**src/rtl/mips16_pkg.sv**
```systemverilog
// Shared types for the 16-bit MIPS memory subsystem.
// Word address/data widths, arbiter state and owner encodings.
package mips16_pkg;

    localparam int ADDR_W = 13;
    localparam int DATA_W = 16;

    typedef enum logic {
        IDLE    = 1'b0,
        RD_WAIT = 1'b1
    } state_e;

    typedef enum logic {
        OWN_IF = 1'b0,
        OWN_DM = 1'b1
    } owner_e;

endpackage

```
**src/rtl/mips16_starve_ctr.sv**
```systemverilog
// Saturating count of consecutive fetch losses.
// at_max tells the arbiter to hand the next contested slot to fetch.
module mips16_starve_ctr #(
    parameter int STARVE_MAX = 3
) (
    input  logic clk,
    input  logic rst,
    input  logic inc,
    input  logic clr,
    output logic at_max
);

    localparam int CW = $clog2(STARVE_MAX + 1);
    localparam logic [CW-1:0] MAX = CW'(STARVE_MAX);

    logic [CW-1:0] cnt_q;
    logic [CW-1:0] cnt_d;

    assign at_max = (cnt_q == MAX);

    always_comb begin
        cnt_d = cnt_q;
        if (clr) begin
            cnt_d = '0;
        end else if (inc && !at_max) begin
            cnt_d = cnt_q + 1'b1;
        end
    end

    always_ff @(posedge clk or negedge rst) begin
        if (!rst) begin
            cnt_q <= '0;
        end else begin
            cnt_q <= cnt_d;
        end
    end

endmodule

```
**src/rtl/mips16_mem_arbiter.sv**
```systemverilog
// Shares one single-port SRAM between instruction fetch and load/store.
// Data side has priority; a starvation guard forces a fetch grant.
module mips16_mem_arbiter #(
    parameter int ADDR_W     = mips16_pkg::ADDR_W,
    parameter int DATA_W     = mips16_pkg::DATA_W,
    parameter int MEM_LAT    = 1,
    parameter int STARVE_MAX = 3
) (
    input  logic              clk,
    input  logic              rst,
    input  logic              if_req,
    input  logic [ADDR_W-1:0] if_addr,
    output logic              if_gnt,
    output logic              if_rvalid,
    output logic [DATA_W-1:0] if_rdata,
    input  logic              dm_req,
    input  logic              dm_we,
    input  logic [ADDR_W-1:0] dm_addr,
    input  logic [DATA_W-1:0] dm_wdata,
    output logic              dm_gnt,
    output logic              dm_rvalid,
    output logic [DATA_W-1:0] dm_rdata,
    output logic              mem_en,
    output logic              mem_we,
    output logic [ADDR_W-1:0] mem_addr,
    output logic [DATA_W-1:0] mem_wdata,
    input  logic [DATA_W-1:0] mem_rdata
);

    localparam int LW = 2;
    localparam logic [LW-1:0] LAT_LOAD = LW'(MEM_LAT - 1);

    mips16_pkg::state_e state_q;
    mips16_pkg::state_e state_d;
    mips16_pkg::owner_e owner_q;
    mips16_pkg::owner_e owner_d;
    logic [LW-1:0]      lat_q;
    logic [LW-1:0]      lat_d;
    logic               starve_inc;
    logic               starve_clr;
    logic               starve_max;
    logic               if_win;
    logic               dm_win;

    mips16_starve_ctr #(
        .STARVE_MAX(STARVE_MAX)
    ) u_starve (
        .clk   (clk),
        .rst   (rst),
        .inc   (starve_inc),
        .clr   (starve_clr),
        .at_max(starve_max)
    );

    always_comb begin
        state_d    = state_q;
        owner_d    = owner_q;
        lat_d      = lat_q;
        starve_inc = 1'b0;
        starve_clr = 1'b0;
        if_gnt     = 1'b0;
        if_rvalid  = 1'b0;
        if_rdata   = '0;
        dm_gnt     = 1'b0;
        dm_rvalid  = 1'b0;
        dm_rdata   = '0;
        mem_en     = 1'b0;
        mem_we     = 1'b0;
        mem_addr   = '0;
        mem_wdata  = '0;
        if_win     = if_req && (!dm_req || starve_max);
        dm_win     = dm_req && !if_win;

        unique case (state_q)
            mips16_pkg::IDLE: begin
                unique case (1'b1)
                    if_win: begin
                        if_gnt     = 1'b1;
                        mem_en     = 1'b1;
                        mem_addr   = if_addr;
                        starve_clr = 1'b1;
                        state_d    = mips16_pkg::RD_WAIT;
                        owner_d    = mips16_pkg::OWN_IF;
                        lat_d      = LAT_LOAD;
                    end
                    dm_win: begin
                        dm_gnt     = 1'b1;
                        mem_en     = 1'b1;
                        mem_we     = dm_we;
                        mem_addr   = dm_addr;
                        mem_wdata  = dm_wdata;
                        starve_inc = if_req;
                        // Stores retire in the grant cycle.
                        if (!dm_we) begin
                            state_d = mips16_pkg::RD_WAIT;
                            owner_d = mips16_pkg::OWN_DM;
                            lat_d   = LAT_LOAD;
                        end
                    end
                    default: ;
                endcase
            end
            mips16_pkg::RD_WAIT: begin
                if (lat_q != '0) begin
                    lat_d = lat_q - 1'b1;
                end else begin
                    state_d = mips16_pkg::IDLE;
                    if (owner_q == mips16_pkg::OWN_DM) begin
                        dm_rvalid = 1'b1;
                        dm_rdata  = mem_rdata;
                    end else begin
                        if_rvalid = 1'b1;
                        if_rdata  = mem_rdata;
                    end
                end
            end
            default: ;
        endcase

        // Outputs stay quiet for the whole reset window.
        if (!rst) begin
            if_gnt    = 1'b0;
            if_rvalid = 1'b0;
            if_rdata  = '0;
            dm_gnt    = 1'b0;
            dm_rvalid = 1'b0;
            dm_rdata  = '0;
            mem_en    = 1'b0;
            mem_we    = 1'b0;
            mem_addr  = '0;
            mem_wdata = '0;
        end
    end

    always_ff @(posedge clk or negedge rst) begin
        if (!rst) begin
            state_q <= mips16_pkg::IDLE;
            owner_q <= mips16_pkg::OWN_IF;
            lat_q   <= '0;
        end else begin
            state_q <= state_d;
            owner_q <= owner_d;
            lat_q   <= lat_d;
        end
    end

endmodule
```
**config.mk**
```make
export PLATFORM = sky130hd
export DESIGN_NAME = mips16_mem_arbiter
export DESIGN_NICKNAME = d
export VERILOG_FILES = /design/src/rtl/mips16_pkg.sv /design/src/rtl/mips16_starve_ctr.sv /design/src/rtl/mips16_mem_arbiter.sv
export SDC_FILE = /design/constraint.sdc
export NUM_CORES = 1
export LEC_CHECK = 0
export CAP_MARGIN = 20
export CORE_MARGIN = 1
export CORE_UTILIZATION = 25
export DETAILED_ROUTE_END_ITERATION = 10
export PLACE_DENSITY = 0.95
export SLEW_MARGIN = 25
export SYNTH_ARGS = -nofsm -noshare
export SYNTH_HDL_FRONTEND = slang
export SYNTH_SLANG_ARGS = --single-unit
```
**constraint.sdc**
```tcl
create_clock -name clk -period 4.24 [get_ports clk]
set_input_delay 0.848 -clock clk [delete_from_list [all_inputs] [get_ports clk]]
set_output_delay 0.848 -clock clk [all_outputs]
set_load 0.005 [all_outputs]
```
; ---- Word-level counts from Yosys, hierarchy flattened
; Cells that the tools add are included.
[totals]
ff_bits = 6
wordCells = 73
[op_classes]
n_addsub = 2
eq_ne = 5
n_mux = 48
bitwise = 1
n_reduce_logical = 13
[ops]
columns = op, count
row1 = $mux 16, 11
row2 = $mux 13, 2
row3 = $pmux 13 s2, 1
row4 = $mux 1, 25
row5 = $mux 2, 4
row6 = $pmux 2 s2, 2
row7 = $ne 3x3->1 const B, 2
row8 = $pmux 1 s2, 3
row9 = $reduce_and 3->1, 2
row10 = $reduce_bool 2->1, 3
row11 = $logic_and 1x1->1, 3
row12 = $logic_not 1->1, 3
row13 = $add 2x1->2 const B, 1
row14 = $eq 2x2->1 const B, 1
row15 = $ne 2x1->1 const B, 1
row16 = $ne 2x2->1 const B, 1
row17 = $reduce_or 2->1, 1
row18 = $sub 2x1->2 const B, 1
row19 = $logic_or 1x1->1, 1
row20 = $not 1->1, 1

; ---- Logic depth before layout (Yosys ltp)
; Gate-level depths: netlist of the first run.
[logic_depth]
word_depth = 10
mapped_depth = 6
mapped_depth_nobuf = 5

; ---- By module
; From an unflattened synthesis of the first run, not the netlist that was laid out.
[unflattened]
cells_unflattened = 111
area_unflattened_um2 = 914.6
[by_module_without_submodules]
columns = module, instances, cells_per_inst, area_per_inst_um2
row1 = mips16_mem_arbiter, 1, 101, 790.8
row2 = mips16_starve_ctr, 1, 10, 123.9

; ---- Worst setup path after synthesis of the first run
; No wires, ideal clock.
[synth_timing]
kind = input-to-output
start = input if_req
end = output mem_wdata[10]
arrival_time_ns = 1.705
path_slack_ns = 1.687
stages = 5
cell_sequence = buf_2 -> a21boi_2 -> and2b_1 -> buf_4 -> and2_1
[synth_via]
elab_chain_len = 6
[synth_rtl]
columns = element, line
row1 = start: declaration, mips16_mem_arbiter.sv:11  ; input logic if_req,
row2 = $logic_and 1x1->1, mips16_mem_arbiter.sv:71  ; if_win = if_req && (!dm_req || starve_max);
row3 = $logic_not 1->1, mips16_mem_arbiter.sv:72  ; dm_win = dm_req && !if_win;
row4 = $logic_and 1x1->1, mips16_mem_arbiter.sv:72
row5 = $mux 16, mips16_mem_arbiter.sv:76  ; unique case (1'b1)
row6 = $mux 16, mips16_mem_arbiter.sv:74  ; unique case (state_q)
row7 = $mux 16, mips16_mem_arbiter.sv:121  ; if (!rst) begin
row8 = end: declaration, mips16_mem_arbiter.sv:26  ; output logic [DATA_W-1:0] mem_wdata,
; Every way passes these cells.

; ---- Worst setup path in the final report of the first run
[layout_timing]
start = input if_req
end = output mem_addr[6]
[layout_via]
elab_chain_len = 6
[layout_rtl]
columns = element, line
row1 = $logic_and 1x1->1 (*), mips16_mem_arbiter.sv:71
row2 = $logic_not 1->1, mips16_mem_arbiter.sv:72
row3 = $logic_and 1x1->1, mips16_mem_arbiter.sv:72
row4 = $pmux 13 s2 (*), mips16_mem_arbiter.sv:76
row5 = $mux 13 (*), mips16_mem_arbiter.sv:74
row6 = $mux 13 (*), mips16_mem_arbiter.sv:121
row7 = end: declaration, mips16_mem_arbiter.sv:25  ; output logic [ADDR_W-1:0] mem_addr,
; Every way passes the cells marked *; elsewhere a longest branch is shown, timed or not.

==> results by group, run 1 <==
CTS
  • Clk Tree Root Cell: clkbuf_4
  • Hold-fix buffers, CTS: 0
  • CTS Buf Count: 3
  • Clock Sink Count: 6
  • H-tree depth: 1
  • CTS Buffer Depth: 2
  • CTS tree: built
  • Setup Buffers After CTS: 0
  • Clock slew at reported path FFs: around 0.040 ns
  • Skew-Pair Late Insertion Delay: 0.24 ns
  • Post-cts sizing count: 0

Power and ir drop
  • Flop pwr share: 18.4%
  • Sw Ratio: roughly 33%
  • Pwr dens: between 200 and 250 nW/um^2
  • Power Total: 507.6 uW
  • Leakage: just under 0.0009 uW
  • Combinational Power Share: between 70% and 80%
  • Int Pwr: between 300 and 400 uW
  • Switching power total: around 170 uW
  • Max rail drop VDD: around 0.00021 V
  • Clock Power Share: under 10%

Placement
  • Inst Count DP: 293
  • Post-DP HPWL: around 3300 um
  • IO buf count: about 130
  • Dpl cell area: approximately 2200 um^2
  • Gpl congestion: approximately 0.76

Synthesis
  • Largest cells by area after synthesis: and2_1 35%, dfrtp_1 17%, a32oi_1 13%
  • Average size of a mapped cell: a little over 7 um^2
  • Sequential area share after synthesis: approximately 17%
  • Commonest cells post-synth: 49 x and2_1, 19 x nor2_1, 13 x a32oi_1
  • Ys flop type: dfrtp_1
  • Most frequent cell after synthesis: and2_1
  • Top-area cell type share of the netlist area: between 30% and 40%
  • Synth Net Count: between 150 and 200
  • Syn Std Cell Area: roughly 900 um^2
  • Post-synthesis cell type with the largest combined area: and2_1
  • Yosys reg bits: 6
  • Syn Inst Count: about 120
  • YS warnings: 0
  • Post-synth ARST share: between 90% and 100%
  • Post-synth EDFFs: 0
  • Library cells used by synthesis: 22

Run
  • Max cap viols: 0

Hold path
  • Hold crit path type: reg -> reg

Setup path
  • Slowest CP cell: o21bai_1
  • CP endpoint: mem_addr[6]
  • Worst reg2reg path startpoint: u_starve.cnt_q[0]
  • Crit path launch: if_req
  • Worst path most repeated cell: clkdlybuf4s50_1
  • Worst EP required: around 3.4 ns
  • Flop2flop setup slack: between 2 and 3 ns
  • Crit Path Class: in -> out
  • Reg2reg end: lat_q[1]
  • Cells along the critical path: clkdlybuf4s50_1, o21bai_1, nor2_1, clkdlybuf4s50_1
  • Max incr delay on CP: 0.79 ns
  • Critical Path AT: approximately 2.9 ns
  • Startpoint class of the critical path: input pin
  • CP max FO: 14
  • Worst reg2reg path depth: 4
  • CP Capture Type: output pin

Die
  • Cell Rows: 21
  • Die ar.: between 3000 and 4000 um^2
  • Die height: just over 60 um
  • Core Area: between 3000 and 4000 um^2
  • Chip width: 61.15 um
  • IO Pins: between 100 and 150
  • Starting Density: 26.21%

STA
  • Setup Skew: around 0.00094 ns
  • Worst-Margin Slew: a little under 0.9 ns
  • Period utilization: ~88%
  • Hold Vio Cnt, Final: 0
  • Setup TNS Final: 0 ns
  • Fin. max-slew vios: 0
  • RSZ-0062 raised after global routing: no
  • Final worst path period need: 3.715 ns
  • Setup violations, final: 0
  • Fmax: about 0.27 GHz
  • Slew HR: between 40 and 50%

Finish
  • Layout cells sized above 1: under 10%
  • Final core utilization: 66.85%
  • Antenna diodes: 0
  • Fin nets: around 320
  • Sequential cell area: around 150 um^2
  • Area of the multi-input gates: 656.9 um^2
  • Area delta synth->final: 155.1%
  • Final Cell Area: approximately 2200 um^2
  • Fill count: about 300
  • Fin cells: a little under 300

Drt
  • Final wirelength: 3913 um
  • DRC Markers: 0
  • Via-to-Cell Ratio: 4.480
  • ANT nets after route: 0
  • Iteration-0 DRC Markers: 20
  • DR WL/cell: ~13 um
  • Pre-antenna DRT Iters: 4
  • Vias post-DR: around 1300

Global route
  • Largest net degree at the start of global routing: 19
  • Initial antenna violation count: 0
  • Vias in the first global route: around 1100
  • Tot GR Track Use: between 10% and 20%
  • First-pass GRT wire length: between 5000 and 6000 um
  • Total gr overflow: 0

Run status
  • Outcome: completed
-- registers in the layout, summed over array words and instances (netlist names) --
| name | flops |
|---|---|
| owner_q | 1 |
| state_q | 1 |
| lat_q | 2 |
| u_starve.cnt_q | 2 |
-- layer usage --
| layer | wire length, um | track usage [%] | share of wire (%) |
|---|---|---|---|
| met5 | 0 | 0 | 0 |
| met4 | 46 | 6.169 | 1.2 |
| met3 | 353 | 3.151 | 9.0 |
| met2 | 2086 | 37.58 | 53 |
| met1 | 1427 | 19.49 | 36 |
-- stage by stage --
step                      hold slack [ns]  setup WS, ns
final                              0.5206        0.5252
after global routing               0.5376        0.3135
after CTS                          0.5232        0.5299
after detailed placement           0.5099        0.5484
after global placement             0.5010        0.5355
after floorplan                    0.4772         1.687
-- cell type report --
type                    instances  area share (%)
multi-input cells             102           29.44
inverters                       6           1.010
well taps                      46           2.580
repair buffers                133           59.23
clock buffers                   3           1.010
flip-flops and latches          6           6.730
-- cells by family (layout without fill, tap and decap cells) --
logic type      Yosys count  after routing  share of synthesized area, %
compound gates           23             23                         22.32
xor+xnor                  1              1                         1.002
fa+ha+maj                 2              2                         2.861
buf+inv                  15            142                         7.726
flops                     6              6                         17.17
mux                       1              1                         1.287
simple gates             75             75                         47.64
-- how the worst min path moves through the flow --
stage	start	endpoint	slack, ns	depth (start not counted)
after detailed placement	u_starve.cnt_q[1]	u_starve.cnt_q[1]	0.51	1
after floorplan	u_starve.cnt_q[1]	u_starve.cnt_q[1]	0.48	1
after global placement	u_starve.cnt_q[1]	u_starve.cnt_q[1]	0.50	1
final	u_starve.cnt_q[1]	u_starve.cnt_q[1]	0.52	1
after CTS	u_starve.cnt_q[1]	u_starve.cnt_q[1]	0.52	1
after global routing	u_starve.cnt_q[1]	u_starve.cnt_q[1]	0.54	1
-- layout by cell type (no fill, tap or decap) --
cell type,instances
ha_1,2
clkdlybuf4s50_1,129
o21bai_1,1
o22ai_1,1
dfrtp_1,6
and2_1,49
mux2_2,1
nor2_1,19
nand2_1,2
a22o_1,3
inv_1,6
a32oi_1,13
xnor2_1,1
buf_4,4
a21boi_2,1
nand3_1,1
a221oi_2,1
and2b_1,1
clkbuf_4,3
a21oi_1,2
nand2b_1,3
o21ai_0,1
-- critical path, delay by kind of cell --
kind,cells,cell delay [ns]
buffers and inverters,2,1.10
AOI/OAI and AO/OA,1,0.79
and+or+nand+nor,1,0.12
-- power by group through the flow --
stage          combinational [uW]  clock (uW)  sequential [uW]
3_3_place_gp                  359           0             91.0
3_5_place_dp                  366           0             93.7
6_report                      364        50.3             93.4
4_1_cts                       368        52.7             92.9
2_1_floorplan                 144           0             88.8
5_1_grt                       398        57.2             95.3
Power figures use the tool's default switching activity.
==> run 2: changes to the inputs <==
Settings changed: CELL_PAD_IN_SITES_DETAIL_PLACEMENT set to 0, CELL_PAD_IN_SITES_GLOBAL_PLACEMENT set to 1, CORE_UTILIZATION 25 to 14, PLACE_DENSITY 0.95 to 0.92, RECOVER_POWER set to 50.
==> run 2 against run 1 <==
  * Fmax is 3.0% lower
  * Highest routed layer unchanged
  * Clock skew is 0.00055 ns lower
  * Clock power is 74% higher
  * Non-clock buffer count stayed put
  * Sequential share of layout area is 0.13 points lower
  * Die area is 76% higher
  * Clock-buffer cell count stayed put
  * Critical path type unchanged
  * Hold slack better by 0.0067 ns
  * Routed wire length is 2.3% lower
  * First-iteration DRC count is 65% higher
  * Critical endpoint is now mem_addr[9]
  * Flip-flop and latch count stayed put
==> results by group, run 2 (synthesized netlist as in run 1, its figures left out) <==
Hold path
  • Hold crit path type: reg -> reg
  • Hold path startpoint: u_starve.cnt_q[1]

CTS
  • CTS tree: built
  • Clock Sink Count: 6
  • Skew-Pair Late Insertion Delay: about 0.23 ns
  • CTS Buffer Depth: 2
  • Setup Buffers After CTS: 0
  • H-tree depth: 1
  • Clock slew at reported path FFs: roughly 0.04 ns
  • Post-cts sizing count: 0
  • Hold-fix buffers, CTS: 0
  • Clk Tree Root Cell: clkbuf_8
  • CTS Buf Count: 3

Drt
  • Vias post-DR: roughly 1300
  • Pre-antenna DRT Iters: 3
  • DRC Markers: 0
  • Iteration-0 DRC Markers: 33
  • Via-to-Cell Ratio: between 4 and 5
  • DR WL/cell: roughly 12 um
  • Final wirelength: between 3000 and 4000 um
  • ANT nets after route: 0

STA
  • RSZ-0062 raised after global routing: no
  • Fmax: 0.2611 GHz
  • Hold Vio Cnt, Final: 0
  • Setup violations, final: 0
  • Hold_ws: 0.5274 ns
  • Period utilization: around 90%
  • Setup Skew: between 0.0003 and 0.0004 ns
  • Worst-Margin Slew: between 1 and 1.5 ns
  • Final worst path period need: 3.830 ns
  • Fin. max-slew vios: 0
  • Setup TNS Final: 0 ns
  • Slew HR: 32.41%

Setup path
  • Delay-heaviest family, CP: buffers and inverters
  • CP Capture Type: output pin
  • Worst reg2reg path depth: 4
  • Crit Path Class: in -> out
  • Worst reg2reg path startpoint: u_starve.cnt_q[0]
  • Startpoint class of the critical path: input pin
  • CP max FO: 14
  • Worst EP required: 3.39 ns
  • Crit path launch: if_req
  • Flop2flop setup slack: about 2.3 ns
  • WP depth: 4
  • Worst Path Buf+Inv: 2
  • CP endpoint: mem_addr[9]
  • Slowest CP cell: o21bai_1
  • Reg2reg end: lat_q[1]
  • Critical Path AT: about 3.0 ns
  • Cells along the critical path: dlygate4sd3_1, o21bai_1, nor2_1, clkdlybuf4s50_1
  • Max incr delay on CP: 0.84 ns

Finish
  • Area delta synth->final: 160.2%
  • Commonest non-fill, non-tap cells in the layout: 103 x clkdlybuf4s50_1, 47 x and2_1, 26 x dlygate4sd3_1
  • Antenna diodes: 0
  • Most common cell after layout, fill and taps aside: clkdlybuf4s50_1
  • Sequential cell area: about 150 um^2
  • Layout cells sized above 1: between 3 and 4%
  • Top Registers: lat_q: 2 flops, u_starve.cnt_q: 2 flops
  • Area of the multi-input gates: 650.6 um^2
  • Fin cells: between 300 and 400
  • Fill count: 636
  • Final Cell Area: between 2000 and 2500 um^2
  • Fin nets: between 300 and 400

Global route
  • Tot GR Track Use: approximately 11%
  • Vias in the first global route: ~1200
  • Largest net degree at the start of global routing: 19
  • Initial antenna violation count: 0
  • First-pass GRT wire length: just under 6000 um
  • Total gr overflow: 0

Placement
  • IO buf count: about 130
  • Gpl congestion: approximately 0.7
  • Dpl cell area: around 2200 um^2
  • Inst Count DP: 322
  • Post-DP HPWL: 3074 um

Power and ir drop
  • Max rail drop VDD: about 0.00019 V
  • Leakage: between 0.0009 and 0.001 uW
  • Power Total: between 500 and 600 uW
  • Pwr dens: roughly 230 nW/um^2

Die
  • Core Area: approximately 6000 um^2
  • Die height: 81.04 um
  • Starting Density: between 10% and 20%
  • Cell Rows: 28
  • Chip width: between 80 and 90 um
  • Die ar.: between 6000 and 7000 um^2
  • IO Pins: 130

Run
  • Max cap viols: 0

Run status
  • Outcome: completed
## run 2: changes by cell type in the layout (fill, tap and decap cells not counted)
cell             previous run  this run
a221oi_1                    0         1
a221oi_2                    1         0
and2_0                      0         2
and2_1                     49        47
buf_4                       4         3
clkbuf_1                    0         1
clkbuf_4                    3         0
clkbuf_8                    0         3
clkdlybuf4s50_1           129       103
dlygate4sd3_1               0        26
## run 2: metrics by stage
| step | util [%] | worst slack [ns] |
|---|---|---|
| after global placement | 37.47 | 0.4954 |
| after global routing | 37.99 | 0.2768 |
| after floorplan | - | 1.687 |
| final | 37.99 | 0.4104 |
| after detailed placement | 37.47 | 0.4837 |
| after CTS | 38.16 | 0.4804 |
## run 2: worst min-delay path by stage
| stage | slack, ns | depth (start not counted) | to |
|---|---|---|---|
| floorplan | 0.48 | 1 | u_starve.cnt_q[1] |
| global placement | 0.50 | 1 | u_starve.cnt_q[1] |
| detailed placement | 0.50 | 1 | u_starve.cnt_q[1] |
| CTS | 0.52 | 1 | u_starve.cnt_q[1] |
| global route | 0.55 | 1 | u_starve.cnt_q[1] |
| finish | 0.53 | 1 | u_starve.cnt_q[1] |
## run 2: power breakdown
part	total (uW)	leakage [uW]	switching (uW)	internal (uW)
clock network	87.4	0.0000216	26.3	61.1
logic	351	0.000841	128	223
registers	93.2	0.0000786	19.2	74.1
total	532	0.000941	174	358
## run 2: final cells by class
cell class | count | area share [%]
repair buffers | 133 | 57.89
inverters | 6 | 0.9896
flip-flops and latches | 6 | 6.597
clock buffers | 3 | 1.814
multi-input cells | 102 | 28.59
well taps | 75 | 4.123
## run 2: routing by layer
metal / wire [um] / track usage, % / up-vias
met2: 2066 / 22.18 / 58
met1: 1416 / 12.28 / 615
met5: 0 / 0 / -
li1: - / - / 671
met3: 319 / 2.022 / 3
met4: 22 / 2.143 / 0
==> RTL edit (config.mk and constraints of run 2) <==
`STARVE_MAX` is set to 3 in 2 places; all go to 6.
--- a/src/rtl/mips16_starve_ctr.sv
+++ b/src/rtl/mips16_starve_ctr.sv
@@ -1,7 +1,7 @@
 // Saturating count of consecutive fetch losses.
 // at_max tells the arbiter to hand the next contested slot to fetch.
 module mips16_starve_ctr #(
-    parameter int STARVE_MAX = 3
+    parameter int STARVE_MAX = 6
 ) (
     input  logic clk,
     input  logic rst,
--- a/src/rtl/mips16_mem_arbiter.sv
+++ b/src/rtl/mips16_mem_arbiter.sv
@@ -4,7 +4,7 @@
     parameter int ADDR_W     = mips16_pkg::ADDR_W,
     parameter int DATA_W     = mips16_pkg::DATA_W,
     parameter int MEM_LAT    = 1,
-    parameter int STARVE_MAX = 3
+    parameter int STARVE_MAX = 6
 ) (
     input  logic              clk,
     input  logic              rst,
Formal check against the unedited RTL: not equivalent (Yosys sat finds a counterexample within 4 cycles, from zero or initial values and one cycle with rst low).
==> RTL edit against run 2 <==
- setup slack better by 0.028 ns
- largest cell class unchanged
- sequential power down 9.9%
- cell area up 5.7%
- area after synthesis up 15%
- synthesized cell count up 16%
- wire length up 11%
- sequential cell count up 1
- critical path depth up 2
- power down 32%
- clock power up 6.4%
==> RTL edit: results (changes against run 2) <==
- Vias in the first global route: 1372 (+15%)
- Inst Count DP: 361 (+12%)
- Routed met2 length: 2213 um (+7.1%)
- Max Clock Skew: 0.0007008 ns (+0.0003101 ns)
- Share of post-route cells with drive strength above 1: 4.089% (+0.89 points)
- Seq/Total Area, Yosys: 17.37% (+0.20 points)
- # nets final: 336 (+6.0%)
- Switching part of the total power: 27.86% (-4.8 points)
- Clock-net power: 93.0 uW (+6.4%)
- Met1 WL: 1673 um (+18%)
- Placed Area: 2374 um^2 (+5.7%)
- Reg2Reg Depth: 5 (+1)
- Top cells by count, synth: and2_1, nand3_1, a21oi_1, dfrtp_1, inv_1
- Status: completed
- Via/cell ratio: 3.899 (-5.9%)
- Largest cells by area after synthesis: and2_1, dfrtp_1, nand3_1
- Per-cell routed wire length: 11.65 um (-1.0%)
- First-pass GRT wire length: 6306 um (+9.1%)
- DR top layer: met5
- Initial antenna violation count: 1 (+1)
- Hold Path End: lat_q[0]
- Dpl ws: 0.6375 ns (+0.1538 ns)
- DRT Pass-1 Iters: 4 (+1)
- GRT met2 Usage: 19.18% (-3.0 points)
- LEAKAGE: 0.9798 nW (+4.1%)
- Initial DRC Count: 63 (+91%)
==> RTL edit: cell type report <==
type	instances	area, um^2
fill	726	4463
clock buffer	4	45.04
tap	96	120.1
sequential	7	175.2
multi-input combinational	117	714.4
timing repair buffer	135	1329
inverter	6	22.52
==> RTL edit: worst max-delay path by stage <==
stage,start,to,slack (ns)
final,if_req,mem_addr[11],0.44
after global routing,if_req,mem_addr[11],0.28
after CTS,if_req,mem_we,0.64
after global placement,if_req,mem_we,0.65
after floorplan,if_req,mem_wdata[10],1.73
after detailed placement,if_req,mem_we,0.64
==> RTL edit: kinds of logic (layout without fill, tap and decap cells) <==
family / after synthesis / count (layout) / share of synthesized area [%]
AND/OR/NAND/NOR: 90 / 90 / 51.86
AO/OA/AOI/OAI: 23 / 23 / 14.76
buffers and inverters: 19 / 145 / 11.29
flip-flops: 7 / 7 / 17.37
adder cells (fa/ha/maj): 3 / 3 / 3.722
multiplexers: 1 / 1 / 0.9926
